### src/rtl/seg_pkg.sv
// Shared definitions for the multiplexed 7-segment display driver:
// segment patterns ({a,b,c,d,e,f,g}, active-high, bit 6 = a), the
// scan FSM state type and the BCD-to-segment decode function.
package seg_pkg;

  localparam logic [6:0] SEG_0    = 7'b1111110;
  localparam logic [6:0] SEG_1    = 7'b0110000;
  localparam logic [6:0] SEG_2    = 7'b1101101;
  localparam logic [6:0] SEG_3    = 7'b1111001;
  localparam logic [6:0] SEG_4    = 7'b0110011;
  localparam logic [6:0] SEG_5    = 7'b1011011;
  localparam logic [6:0] SEG_6    = 7'b1011111;
  localparam logic [6:0] SEG_7    = 7'b1110000;
  localparam logic [6:0] SEG_8    = 7'b1111111;
  localparam logic [6:0] SEG_9    = 7'b1110011;
  localparam logic [6:0] SEG_DASH = 7'b0000001;
  localparam logic [6:0] SEG_OFF  = 7'b0000000;

  // GUARD: all digits dark at the start of a slot; ON: selected digit lit.
  typedef enum logic {
    GUARD = 1'b0,
    ON    = 1'b1
  } scan_state_e;

  // Codes 10..15 are not valid BCD and show a dash.
  function automatic logic [6:0] bcd_to_seg(input logic [3:0] bcd);
    logic [6:0] seg;
    case (bcd)
      4'd0:    seg = SEG_0;
      4'd1:    seg = SEG_1;
      4'd2:    seg = SEG_2;
      4'd3:    seg = SEG_3;
      4'd4:    seg = SEG_4;
      4'd5:    seg = SEG_5;
      4'd6:    seg = SEG_6;
      4'd7:    seg = SEG_7;
      4'd8:    seg = SEG_8;
      4'd9:    seg = SEG_9;
      default: seg = SEG_DASH;
    endcase
    return seg;
  endfunction

endpackage

### src/rtl/bcd_seg_decode.sv
// Combinational BCD to 7-segment decoder; one instance sits on the
// digit currently selected by the scanner.
module bcd_seg_decode
  import seg_pkg::*;
(
  input  logic [3:0] bcd_i,
  output logic [6:0] seg_o
);

  assign seg_o = bcd_to_seg(bcd_i);

endmodule

### src/rtl/seven_segment_scanner.sv
// Time-multiplexed NUM_DIGITS-digit 7-segment driver.
// Each digit owns a slot of REFRESH_DIV cycles; the first GUARD_CYC cycles of
// every slot are dark to suppress ghosting. New digit values arrive through a
// valid/ready handshake into a pending buffer and are copied to the display
// register only when the scan wraps to digit 0, so a frame never mixes values.
// Optional build macro: LEADING_ZERO_BLANK_EN blanks leading zeros (digit 0
// always shows; dash codes count as nonzero). Scan timing is the same either way.
module seven_segment_scanner
  import seg_pkg::*;
#(
  parameter int NUM_DIGITS  = 4,
  parameter int REFRESH_DIV = 50000,
  parameter int GUARD_CYC   = 16
) (
  input  logic                    clk,
  input  logic                    reset_n,
  input  logic                    in_valid,
  output logic                    in_ready,
  input  logic [4*NUM_DIGITS-1:0] digits_in,
  output logic [6:0]              seg_out,
  output logic [NUM_DIGITS-1:0]   digit_en,
  output logic                    frame_tick
);

  localparam int CNT_W  = (REFRESH_DIV > 1) ? $clog2(REFRESH_DIV) : 1;
  localparam int IDX_W  = (NUM_DIGITS > 1) ? $clog2(NUM_DIGITS) : 1;
  localparam int DATA_W = 4 * NUM_DIGITS;

  localparam logic [CNT_W-1:0] LAST_CNT  = CNT_W'(REFRESH_DIV - 1);
  localparam logic [CNT_W-1:0] GUARD_VAL = CNT_W'(GUARD_CYC);
  localparam logic [IDX_W-1:0] LAST_IDX  = IDX_W'(NUM_DIGITS - 1);

  // Scan state
  logic [CNT_W-1:0]      cnt_q, cnt_d;
  logic [IDX_W-1:0]      idx_q, idx_d;
  scan_state_e           state_q, state_d;

  // Data path state
  logic [DATA_W-1:0]     display_q, display_d;
  logic [DATA_W-1:0]     pending_q;
  logic                  ready_q, ready_d;

  // Registered outputs
  logic [6:0]            seg_q, seg_d;
  logic [NUM_DIGITS-1:0] en_q, en_d;
  logic                  tick_q;

  logic                  slot_end;
  logic                  frame_end;
  logic                  accept;
  logic [3:0]            digit_cur;
  logic [6:0]            seg_dec;
  logic                  blank;

  assign slot_end  = (cnt_q == LAST_CNT);
  assign frame_end = slot_end && (idx_q == LAST_IDX);
  assign accept    = in_valid && ready_q;

  // Slot counter and digit index advance; FSM next state from the slot position.
  // NOTE: every variable driven in always_comb gets a default first, so no path can infer a latch.
  always_comb begin
    cnt_d   = slot_end ? '0 : cnt_q + 1'b1;
    idx_d   = idx_q;
    state_d = state_q;
    if (slot_end) begin
      idx_d = (idx_q == LAST_IDX) ? '0 : idx_q + 1'b1;
    end
    case (state_q)
      GUARD:   if (cnt_d >= GUARD_VAL) state_d = ON;
      ON:      if (cnt_d < GUARD_VAL)  state_d = GUARD;
      default: state_d = GUARD;
    endcase
  end

  // Scan state register.
  // NOTE: sequential state uses non-blocking assignments so every flop samples pre-edge values.
  always_ff @(posedge clk or negedge reset_n) begin
    if (!reset_n) begin
      cnt_q   <= '0;
      idx_q   <= '0;
      state_q <= GUARD;
    end else begin
      cnt_q   <= cnt_d;
      idx_q   <= idx_d;
      state_q <= state_d;
    end
  end

  // Handshake and frame-boundary update of the display register.
  // An accept and a pending copy cannot coincide: accept needs pending empty.
  always_comb begin
    display_d = display_q;
    ready_d   = ready_q;
    if (accept) begin
      ready_d = 1'b0;
    end else if (frame_end && !ready_q) begin
      display_d = pending_q;
      ready_d   = 1'b1;
    end
  end

  // Display register and pending-empty flag.
  always_ff @(posedge clk or negedge reset_n) begin
    if (!reset_n) begin
      display_q <= '0;
      ready_q   <= 1'b1;
    end else begin
      display_q <= display_d;
      ready_q   <= ready_d;
    end
  end

  // Pending data buffer; its contents only matter while ready_q is low.
  // NOTE: pure data storage is left without reset; the qualifying flag carries the reset state.
  always_ff @(posedge clk) begin
    if (accept) begin
      pending_q <= digits_in;
    end
  end

  // Select the scanned digit, build the one-hot enable and the blanking flag.
  always_comb begin
    digit_cur = 4'd0;
    en_d      = '0;
    for (int k = 0; k < NUM_DIGITS; k++) begin
      if (idx_q == IDX_W'(k)) begin
        digit_cur = display_q[4*k +: 4];
        en_d[k]   = (state_q == ON);
      end
    end
`ifdef LEADING_ZERO_BLANK_EN
    // Blank when this digit and every digit above it are zero, except digit 0.
    blank = (idx_q != '0);
    for (int k = 0; k < NUM_DIGITS; k++) begin
      if ((IDX_W'(k) >= idx_q) && (display_q[4*k +: 4] != 4'd0)) begin
        blank = 1'b0;
      end
    end
`else
    blank = 1'b0;
`endif
    seg_d = ((state_q == ON) && !blank) ? seg_dec : SEG_OFF;
  end

  bcd_seg_decode u_decode (
    .bcd_i (digit_cur),
    .seg_o (seg_dec)
  );

  // Output registers; they lag the scan state by one cycle.
  always_ff @(posedge clk or negedge reset_n) begin
    if (!reset_n) begin
      seg_q  <= SEG_OFF;
      en_q   <= '0;
      tick_q <= 1'b0;
    end else begin
      seg_q  <= seg_d;
      en_q   <= en_d;
      tick_q <= frame_end;
    end
  end

  assign seg_out    = seg_q;
  assign digit_en   = en_q;
  assign frame_tick = tick_q;
  assign in_ready   = ready_q;

endmodule

### config.mk
export PLATFORM = sky130hd
export DESIGN_NAME = seven_segment_scanner
export DESIGN_NICKNAME = d
export VERILOG_FILES = /design/src/rtl/seg_pkg.sv /design/src/rtl/bcd_seg_decode.sv /design/src/rtl/seven_segment_scanner.sv
export SDC_FILE = /design/constraint.sdc
export NUM_CORES = 1
export LEC_CHECK = 0
export BUFFER_PORTS_ARGS = -buffer_cell sky130_fd_sc_hd__clkbuf_2
export CAP_MARGIN = 20
export CORE_UTILIZATION = 30
export DETAILED_ROUTE_END_ITERATION = 16
export PLACE_DENSITY_LB_ADDON = 0.05
export REMOVE_ABC_BUFFERS = 1
export SLEW_MARGIN = 20
export SYNTH_ARGS = -nofsm -noshare
export SYNTH_HDL_FRONTEND = slang
export SYNTH_SLANG_ARGS = --single-unit
### constraint.sdc
create_clock -name clk -period 3.11 [get_ports clk]
set_input_delay 0.4665 -clock clk [delete_from_list [all_inputs] [get_ports clk]]
set_output_delay 0.4665 -clock clk [all_outputs]
set_load 0.01 [all_outputs]
[Yosys cells after proc, flatten, opt, wreduce, memory -nomap -nowiden]
Memory sizes are Yosys's and may differ from the RTL's.
Index checks and enable logic that the tools add are counted.
Word-level totals
  register bits after elaboration: 64
  memory bits (read-only): 112
  bits of input ports: 19
  memories: 1
Operators by class
  $add $sub $neg: 2
  magnitude comparators: 2
  eq/ne operators: 4
  multiplexer cells: 16
  bitwise operators: 2
  reductions and logical operators: 7
Memory list
  (no name shown): words 16, bits a word 7, rd ports 1, clocked after Yosys merged registers in 0, write ports 0, line seg_pkg.sv:28  | case (bcd)
Operators by type and width (count)
  $add A16 B1 Y16 const B: 1
  $eq A16 B16 Y1 const B: 1
  $ge A16 B5 Y1 const B: 1
  $lt A16 B5 Y1 const B: 1
  $mux W16: 1
  $mux W4: 4
  $mux W1: 8
  $mux W7: 1
  $eq A2 B2 Y1 const B: 2
  $logic_and A1 B1 Y1: 3
  $add A2 B1 Y2 const B: 1
  $eq A2 B1 Y1 const B: 1
  $logic_not A2 Y1: 1
  $mux W2: 1
  $not A1 Y1: 2
  $pmux W1 S2: 1
  $reduce_and A2 Y1: 1
  $reduce_bool A2 Y1: 1
  $logic_not A1 Y1: 1

[Logic depth before layout (Yosys ltp)]
An unclocked memory read counts as a cell.
  depth after elaboration: 7
  mapped depth: 11
  gate-level depth less buffers: 11

[Hierarchy]
From an unflattened synthesis, not the netlist that was laid out.
Unflattened totals
  cells, all modules: 245
  area, all modules: 2967.8 µm²
By module, submodules not included
  seven_segment_scanner: instances 1, cells an instance 213, area an instance 2737.6 µm²
  bcd_seg_decode: instances 1, cells an instance 32, area an instance 230.2 µm²

[Least setup slack after synthesis]
Ideal clock, no wire load.
  path type: reg2reg
  start point: reg idx_q[0]
  end point: reg seg_q[1], in the netlist seg_out[1]
  setup time: 0.119 ns
  arrival time: 1.934 ns
  required time: 2.991 ns
  setup slack: 1.057 ns
  cell stages (with the launch flop): 12
  period minus slack after synthesis: 2.053 ns
  path through: dfrtp_1 -> inv_1 -> ha_1 -> nor2b_1 -> a221oi_1 -> o31a_1 -> inv_1 -> ha_1 -> inv_1 -> mux2_2 -> a21oi_1 -> nor2b_1
Between the ends
  cells in the longest elaborated chain, start to end: 7
  elaborated cells on any way between the ends: 10
  those cells by class: eq/ne: 3; mux: 5; reduce/logical: 1; memory: 1
Ends and longest elaborated chain
  start, declared: line seven_segment_scanner.sv:35  | logic [IDX_W-1:0] idx_q, idx_d;
  start signal, assigned: line seven_segment_scanner.sv:84  | idx_q <= idx_d;
  $logic_not A2 Y1: line seven_segment_scanner.sv:126  | if (idx_q == IDX_W'(k)) begin
  $mux W4 (3 in a row): line seven_segment_scanner.sv:126
  $mux W4 *: line seven_segment_scanner.sv:126
  $mem_v2 Z16 W7 *
  $mux W7 *: line seven_segment_scanner.sv:142  | seg_d = ((state_q == ON) && !blank) ? seg_dec : SEG_OFF;
  net seg_d[1]: line seven_segment_scanner.sv:44  | logic [6:0] seg_q, seg_d;
  end signal, assigned: line seven_segment_scanner.sv:157  | seg_q <= seg_d;
  end, declared: line seven_segment_scanner.sv:44
Mark *: on every way through the listed nets, which the timed path passes. The rest lies on a longest branch.
A chain may end at the register's enable or synchronous reset.

[Worst setup path after layout]
  start point: reg idx_q[1]
  end point: reg seg_q[3], in the netlist seg_out[3]
The elaborated chain is that of the path after synthesis.

==> results.cfg <==
[status]
status = completed

[global_routing]
grt_util_all_layers_pct = 12.2
grt_overflow_total = 0
antenna_found_initial = 0
grt_pass1_vias = 1785
grt_max_degree = 20
grt_pass1_wl_um = 9170

[clock_tree]
cts_root_buf = clkbuf_8
ctsHoldBuffers = 0
numCtsBuffers = 9
cts_sinks = 64
htreeDepth = 3
insertion_delay_ps = 340
cts_buffer_depth = 2
clkTransAtPathRegs_ps = 80
ctsResizeCount = 0
cts_setup_buffers = 0
cts_tree = built

[logic_synthesis]
yosysSeqAreaShare_pct = 57.2
synth_xor_area_share_pct = 4.76
ys_async_sr_fraction_pct = 75.0
synthesis.area_mm2 = 0.00294
synth_edf_count = 16
synthTopCellsByCount = dfrtp_1 (47), nand2_1 (17), edfxtp_1 (16)
synth_top_family_by_area = simple AND/OR/NAND/NOR gates
yosysUniqueCellTypes = 42
synth_fa_ha_area_share_pct = 4.25
synthFlopType = dfrtp_1
yosys.area_share.simple_pct = 15.0
synth-seq-cells = 64
synth_most_common_cell = dfrtp_1
avgSynthCellArea_um2 = 12.8
ys_top_cells_by_area = dfrtp_1 (40%), edfxtp_1 (16%), mux2_4 (5.1%)
synth.mux.area_fraction_pct = 9.53
synth_compound_area_share_pct = 6.47
synth_top_cell_area_share_pct = 40.0
synth_top_area_cell = dfrtp_1
yosys_warnings = 0
synth_cells = 229

[drt]
drc = 0
vias = 1769
met2_length_um = 2300
drt_iter0_drc = 59
wl_met3_um = 168
wl_met1_um = 2790
first_pass_iters = 4
routed.top_layer = met4
viasPerCell = 4.41
ant_nets = 0
routedWlPerCell_um = 13.4
wl_um = 5370

[power_and_ir_drop]
power_frac_clock_pct = 45.2
power_switching_uw = 367
peakVddDrop_v = 0.000201
power_density_mw_per_mm2 = 470
p_int_mw = 1.25
power_frac_seq_pct = 53.3
p_leak_nw = 1.53
netSwitchingFraction_pct = 22.8
fin_total_pwr_mw = 1.61
combPwrFrac_pct = 1.5

[finish]
fin_nets = 296
syn2layout_area_growth_pct = 16.8
antennaDiodeCount = 0
final_cell_count_no_fill = 401
drive_gt1_share_pct = 29.0
final_area_mm2 = 0.00344
post-route-util_pct = 36.7

[critical_path]
reg2reg_depth = 10
reg2reg_to = seg_out[3]$_DFF_PN0_
startpoint_type = flop
crit_path_max_fanout = 7
required_ps = 3370
cp_data_arrival_time_ps = 2680
rrSetupSlack_ps = 690
cp-end-kind = flop
r2r_start = idx_q[1]$_DFFE_PN0N_
crit_type = flop to flop

[sta]
fin_crit_sh_pct = 77.8
setup_viol = 0
fin_tns_setup_ps = 0
hold_viol = 0
fin_skew_ps = 10.4
rsz0062_at_grt = false
setup_slack_ps = 689
fmax_ghz = 0.413
hold-worst-slack_ps = 36.5
slew_violations = 0
worst_pin_slew_ps = 714
slew-limit-headroom_pct = 52.4
period_minus_slack_ps = 2420

[placement]
gp_congestion = 0.729
place_inst = 385
post-place-ws_ps = 689
place_area_mm2 = 0.00323
dpl.hpwl_um = 3810
io_buffer_count = 31

[floorplan]
core_area_mm2 = 0.00937
num_rows = 35
start_util_pct = 31.4
num_io_pins = 32
die_w_um = 101
die_h_um = 101
dieArea_mm2 = 0.0102

[hold_path]
min_path_type = input pin to asynchronous set/reset pin

[run]
max_cap_violations = 0
## power groups by stage
stage	Clock (mW)	Sequential, mW	Combinational, mW
detailed placement	0	0.878	0.0263
CTS	0.763	0.860	0.0264
global placement	0	0.878	0.0256
global route	0.807	0.860	0.0294
floorplan	0	0.878	0.0000398
finish	0.729	0.861	0.0245
## worst max-delay path, cell delays in order, from the launching register on
cell and delay (ps):
dfrtp_1 400, inv_1 100, ha_1 290, nor2b_1 110, a221oi_1 340, o31a_1 320, inv_1 100, ha_1 300
mux2i_1 130, nand2_1 60, a21boi_0 170
## routing by layer
| layer | up-vias | global-route usage (%) |
|---|---|---|
| li1 | 882 | - |
| met1 | 846 | 17.1 |
| met2 | 31 | 17.1 |
| met3 | 10 | 3.40 |
| met4 | 0 | 6.02 |
| met5 | - | 0 |
## worst max-delay path by stage
stage                                     from                       end  slack, ps  cells past startpoint
final                     idx_q[1]$_DFFE_PN0N_      seg_out[3]$_DFF_PN0_        690                     10
after global routing      idx_q[1]$_DFFE_PN0N_      seg_out[3]$_DFF_PN0_        470                     10
after CTS                 idx_q[1]$_DFFE_PN0N_      seg_out[3]$_DFF_PN0_        660                     10
after detailed placement  idx_q[1]$_DFFE_PN0N_      seg_out[3]$_DFF_PN0_        690                     10
after global placement    idx_q[1]$_DFFE_PN0N_      seg_out[3]$_DFF_PN0_        730                     10
after floorplan             cnt_q[0]$_DFF_PN0_  display_q[0]$_DFFE_PN0P_        950                      6
## layout by cell type (no fill, tap or decap), types with 8 or more instances in the layout
cell type / n
ha_1: 10
a21oi_1: 8
edfxtp_1: 16
clkbuf_8: 9
nor2_1: 11
xor2_1: 12
nor2b_1: 8
dfrtp_1: 47
mux2_4: 10
clkbuf_2: 31
and2_1: 8
nand2_1: 17
mux2_2: 8
## flip-flops by register name, indices dropped and copies added, names as in the netlist
name	count
cnt_q	16
digit_en	4
display_q	16
frame_tick	1
idx_q	2
in_ready	1
pending_q	16
seg_out	7
state_q	1
## final cells by class
class	count	area, um^2
flip-flops and latches	64	1680
repair buffers	35	185
inverters	7	26.3
well taps	129	161
fillers	944	5940
clock buffers	9	124
clock inverters	7	80.1
multi-input cells	150	1180
## kinds of logic after synthesis
| kind of cell | after synthesis |
|---|---|
| simple gates | 74 |
| flops | 64 |
| compound gates | 28 |
| mux | 22 |
| xor+xnor | 16 |
| buf+inv | 15 |
| fa+ha+maj | 10 |
(Power assumes the default switching activity.)
